### config.mk
export PLATFORM = sky130hd
export DESIGN_NAME = comparator_sweep
export DESIGN_NICKNAME = d
export VERILOG_FILES = /design/src/rtl/comparator_sweep_pkg.sv /design/src/rtl/comparator_sweep_counter.sv /design/src/rtl/comparator_sweep.sv
export SDC_FILE = /design/constraint.sdc
export NUM_CORES = 1
export LEC_CHECK = 0
export ABC_AREA = 1
export ABC_CLOCK_PERIOD_IN_PS = 4300
export CAP_MARGIN = 40
export CORE_MARGIN = 3
export CORE_UTILIZATION = 30
export CTS_CLUSTER_SIZE = 20
export DETAILED_ROUTE_END_ITERATION = 8
export HOLD_SLACK_MARGIN = 0.12
export SLEW_MARGIN = 40
export SYNTH_ARGS = -nofsm -noshare
export SYNTH_HDL_FRONTEND = slang
export SYNTH_SLANG_ARGS = --single-unit
### constraint.sdc
create_clock -name clk -period 4.3 [get_ports clk]
set_input_delay 0.43 -clock clk [delete_from_list [all_inputs] [get_ports clk]]
set_output_delay 0.43 -clock clk [all_outputs]
set_load 0.02 [all_outputs]
### src/rtl/comparator_sweep_pkg.sv
// rtl/comparator_sweep_pkg.sv - shared FSM encodings and default width for the comparator sweep
// Purpose: state encoding and default operand width used by comparator_sweep.
// Contents: state_t (ST_IDLE, ST_RUN, ST_DONE), COMP_WIDTH.
package comparator_sweep_pkg;

  localparam int COMP_WIDTH = 4;

  typedef enum logic [1:0] {
    ST_IDLE = 2'd0,
    ST_RUN  = 2'd1,
    ST_DONE = 2'd2
  } state_t;

endpackage

### src/rtl/comparator_sweep_counter.sv
// rtl/comparator_sweep_counter.sv - sweep_counter: clearable, enabled up-counter with terminal flag
// Purpose: walks every operand pair; the top splits value into {a_out, b_out}.
// Ports:
//   clk, rst   clock and synchronous active-high reset
//   clear      load zero (priority over en)
//   en         advance by one, wrapping all-ones -> zero
//   value      current count (N bits)
//   tc         high while value is all ones
module sweep_counter #(
  parameter int N = 8
) (
  input  logic         clk,
  input  logic         rst,
  input  logic         clear,
  input  logic         en,
  output logic [N-1:0] value,
  output logic         tc
);

  always_ff @(posedge clk) begin
    if (rst || clear) begin
      value <= '0;
    end else if (en) begin
      value <= value + N'(1);
    end
  end

  assign tc = &value;

endmodule

### src/rtl/comparator_sweep.sv
// rtl/comparator_sweep.sv - exhaustive driver/checker for a WIDTH-bit equality comparator
// Purpose: on start, presents every (A,B) pair one per cycle, checks the returned
//   equality bit against A==B, and reports match/error counts and pass.
// Optional feature macro: ERR_CAPTURE_EN adds first_err_a/first_err_b/first_err_valid.
// Ports:
//   clk, rst      clock and synchronous active-high reset
//   start         sweep request, honoured in IDLE or DONE only
//   a_out, b_out  operand pair driven to the comparator
//   e_in          comparator equality result (combinational from a_out/b_out)
//   busy          sweep in progress
//   done          sweep finished, held until next start or rst
//   match_count   pairs with A==B seen this sweep
//   error_count   pairs where e_in disagreed with A==B
//   pass          done and no errors
//   first_err_*   (ERR_CAPTURE_EN) pair of the first error in the sweep
module comparator_sweep
  import comparator_sweep_pkg::*;
#(
  parameter int WIDTH = COMP_WIDTH
) (
  input  logic               clk,
  input  logic               rst,
  input  logic               start,
  output logic [WIDTH-1:0]   a_out,
  output logic [WIDTH-1:0]   b_out,
  input  logic               e_in,
  output logic               busy,
  output logic               done,
  output logic [WIDTH:0]     match_count,
  output logic [2*WIDTH:0]   error_count,
  output logic               pass
`ifdef ERR_CAPTURE_EN
  ,
  output logic [WIDTH-1:0]   first_err_a,
  output logic [WIDTH-1:0]   first_err_b,
  output logic               first_err_valid
`endif
);

  state_t state, state_nxt;
  logic   cnt_clear, cnt_en, cnt_tc;
  logic   expected, mismatch;

  sweep_counter #(.N(2*WIDTH)) u_counter (
    .clk   (clk),
    .rst   (rst),
    .clear (cnt_clear),
    .en    (cnt_en),
    .value ({a_out, b_out}),
    .tc    (cnt_tc)
  );

  assign expected = (a_out == b_out);
  assign mismatch = (e_in != expected);

  always_comb begin
    state_nxt = state;
    cnt_clear = 1'b0;
    cnt_en    = 1'b0;
    case (state)
      ST_IDLE, ST_DONE: begin
        if (start) begin
          state_nxt = ST_RUN;
          cnt_clear = 1'b1;
        end
      end
      ST_RUN: begin
        cnt_en = 1'b1;
        // The last pair is checked on this same edge; the counter wraps to zero.
        if (cnt_tc) state_nxt = ST_DONE;
      end
      default: state_nxt = ST_IDLE;
    endcase
  end

  always_ff @(posedge clk) begin
    if (rst) begin
      state <= ST_IDLE;
      busy  <= 1'b0;
      done  <= 1'b0;
    end else begin
      state <= state_nxt;
      busy  <= (state_nxt == ST_RUN);
      done  <= (state_nxt == ST_DONE);
    end
  end

  // Scoreboard counters: cleared on sweep entry, accumulate only while running.
  always_ff @(posedge clk) begin
    if (rst || cnt_clear) begin
      match_count <= '0;
      error_count <= '0;
    end else if (state == ST_RUN) begin
      match_count <= match_count + (WIDTH+1)'(expected);
      error_count <= error_count + (2*WIDTH+1)'(mismatch);
    end
  end

  assign pass = done && (error_count == '0);

`ifdef ERR_CAPTURE_EN
  always_ff @(posedge clk) begin
    if (rst || cnt_clear) begin
      first_err_a     <= '0;
      first_err_b     <= '0;
      first_err_valid <= 1'b0;
    end else if (state == ST_RUN && mismatch && !first_err_valid) begin
      first_err_a     <= a_out;
      first_err_b     <= b_out;
      first_err_valid <= 1'b1;
    end
  end
`endif

endmodule

==> results.json <==
{
  "total_leakage_power_uw": 0.000693,
  "number_of_post_cts_setup_repair_buffers": 0,
  "synthesis.area_per_instance_um2": 7.21,
  "core_um2": 4380,
  "dr.first_iter.drc_count": 54,
  "start_util_pct": 31.4,
  "cts_tree": "done",
  "count_of_antenna_violating_nets_left_after_detailed_routing": 0,
  "seqCellArea_um2": 520,
  "timing.critical_path.cells": "nor2_1 > nand3_1 > nor4_1 > clkdlybuf4s50_1",
  "timing.critical_path.arrival_ps": 1720,
  "rows": 24,
  "clk-insertion-delay-late_ps": 270,
  "cts-root-buf": "sky130_fd_sc_hd__clkbuf_8",
  "timing.final.hold_violations": 0,
  "multi_input_area_um2": 729,
  "synth_area_leaders": "sky130_fd_sc_hd__dfxtp_1, sky130_fd_sc_hd__nand2_1, sky130_fd_sc_hd__nor2_1",
  "routed-via-count": 1214,
  "min_period_over_period_pct": 50.1,
  "fmaxAchievable_mhz": 464,
  "hold_ws_ps": 495,
  "total_power_uw": 500,
  "final_nets": 231,
  "ys_flop_type": "sky130_fd_sc_hd__dfxtp_1",
  "synthMostInstantiatedCell": "sky130_fd_sc_hd__nand2_1",
  "yosys.area.top_type_share_pct": 37.8,
  "synth_cells": 191,
  "critical_path.max_stage_delay_ps": 650,
  "tns_ps": 0,
  "cts_max_level": 1,
  "fill_cells": 449,
  "finalSetupViolCount": 0,
  "dieArea_um2": 5440,
  "ir_drop_mv": 0.215,
  "share_of_cells_above_drive_strength_1_pct": 9.95,
  "insertedDiodeCount": 0,
  "post_route_utilization_pct": 40.3,
  "grt_first_pass_wirelength_mm": 4.91,
  "io_buffers": 28,
  "syn_to_final_growth_pct": 28.4,
  "cts.path.max_buffers": 2,
  "period_needed_ps": 2150,
  "dieWidth_um": 73.7,
  "synthesis.yosys.warnings": 0,
  "dr.pass1.iters": 4,
  "clock_skew_ps": 3.24,
  "postCtsResizedCells": 0,
  "post_synth_edffs": 0,
  "power_frac_seq_pct": 49.7,
  "synth.cell_area_um2": 1380,
  "die_y_um": 73.7,
  "post-route-drc-count": 0,
  "synth_largest_area_cell": "sky130_fd_sc_hd__dfxtp_1",
  "outcome": "complete, no violations",
  "crit_path_kind": "register to output port",
  "portion_of_total_power_attributed_to_the_clock_network_pct": 41.5,
  "power_report.internal_total_uw": 386,
  "rsz0062_at_grt": "no",
  "power_per_cell_area_nw_per_um2": 283,
  "timing.final.max_slew_violations": 0,
  "grt_max_degree": 16,
  "antenna_found_initial": 0,
  "number_of_global_route_vias_before_repair": 1080,
  "critical_path_required_ps": 3870,
  "cts.reportedPaths.clkPinSlew_ps": 100,
  "worstPathMaxFanout": 5,
  "dpl.hpwl_mm": 2.20,
  "via_per_inst": 4.45,
  "synth.lib_cells_used.distinct": 22,
  "gp_congestion": 0.770,
  "switchingPower_uw": 114,
  "io_pins": 29,
  "synth_top_cells_by_count": "sky130_fd_sc_hd__nand2_1, sky130_fd_sc_hd__nor2_1, sky130_fd_sc_hd__dfxtp_1, sky130_fd_sc_hd__inv_1, sky130_fd_sc_hd__a21oi_1",
  "critPathLaunchType": "register",
  "async_reset_ff_share_pct": 0,
  "worst_pin_slew_ps": 290,
  "synth_seq_cells": 26,
  "end_kind": "output port",
  "grtUsageTotal_pct": 11.3,
  "type_of_the_worst_min_delay_path": "register to register",
  "postCtsHoldBufs": 0,
  "timing.critical_path.slowest_stage_cell": "sky130_fd_sc_hd__clkdlybuf4s50_1",
  "cts_made_buffers": 3,
  "postSynthNetCount": 200,
  "comb_power_share_pct": 8.9,
  "relSlewSlack_pct": 80.6,
  "totalWireLength_mm": 2.91,
  "timing.max_cap.violations": 0,
  "grt_overflow": 0,
  "power.share.switching_pct": 22.9,
  "synth_sequential_area_ratio_pct": 37.8,
  "clkSinkCount": 26,
  "wl_per_cell_um": 10.7
}
==> critical path: cells and delay by family, from the launching register on <==
family / cells / cell delay (ps)
AND/OR/NAND/NOR: 3 / 440
buffers and inverters: 1 / 650
flip-flops: 1 / 360
==> cells by family after synthesis <==
| family | Yosys count | synth area share, % |
|---|---|---|
| compound gates | 18 | 6.54 |
| xor+xnor | 4 | 2.55 |
| fa+ha+maj | 5 | 4.55 |
| buf+inv | 28 | 9.18 |
| flops | 26 | 37.8 |
| simple gates | 110 | 39.4 |
==> state kept, by name, summed over array words and instances (netlist names) <==
signal	flops
busy	1
done	1
error_count	9
match_count	5
state	2
u_counter.value	8
==> area by class of cell <==
type	count	area share, %
clock buffer	3	2.34
inverter	26	5.67
tap	52	3.68
multi-input combinational	137	41.3
clock inverter	1	1.70
sequential	26	29.5
timing repair buffer	28	15.9
==> final timing paths <==
| path | startpoint | to | slack [ps] | depth (start not counted) |
|---|---|---|---|---|
| setup / recovery | error_count[4]$_SDFFE_PP0N_ | pass | 2150 | 4 |
| hold / removal | match_count[0]$_SDFFE_PP0N_ | match_count[0]$_SDFFE_PP0N_ | 490 | 2 |
| setup reg to reg | u_counter.value[6]$_SDFFE_PP0N_ | error_count[8]$_SDFFE_PP0N_ | 2510 | 12 |
| hold reg to reg | match_count[0]$_SDFFE_PP0N_ | match_count[0]$_SDFFE_PP0N_ | 490 | 2 |
==> stage by stage <==
step	instances	cell area [um2]	worst slack (ps)
floorplan	191	1380	2540
global placement	269	1700	2330
detailed placement	269	1700	2300
CTS	273	1770	2150
global route	273	1770	2050
finish	273	1770	2150
==> layout by cell type, fill, tap and decap left out, drive strengths merged, types with 4 or more instances in the layout <==
| cell type | count |
|---|---|
| nor3 | 6 |
| ha | 5 |
| a21oi | 15 |
| nand2 | 51 |
| dfxtp | 26 |
| inv | 26 |
| nor2 | 33 |
| xor2 | 4 |
| nand3 | 15 |
| clkdlybuf4s50 | 28 |
==> power groups by stage <==
stage               clock (uW)  combinational (uW)  sequential [uW]
global placement             0                44.5              254
CTS                        215                45.2              248
floorplan                    0                29.2              257
detailed placement           0                45.1              254
global route               221                50.0              249
finish                     207                44.3              248
==> layer usage <==
layer	vias to the layer above	wire length (um)	global-route usage [%]
met5	-	0	0
met1	516	1480	16.0
li1	667	-	-
met3	2	169	3.28
met2	29	1240	17.1
met4	0	10	1.81
Note: power is estimated with default switching activity, not from simulation.
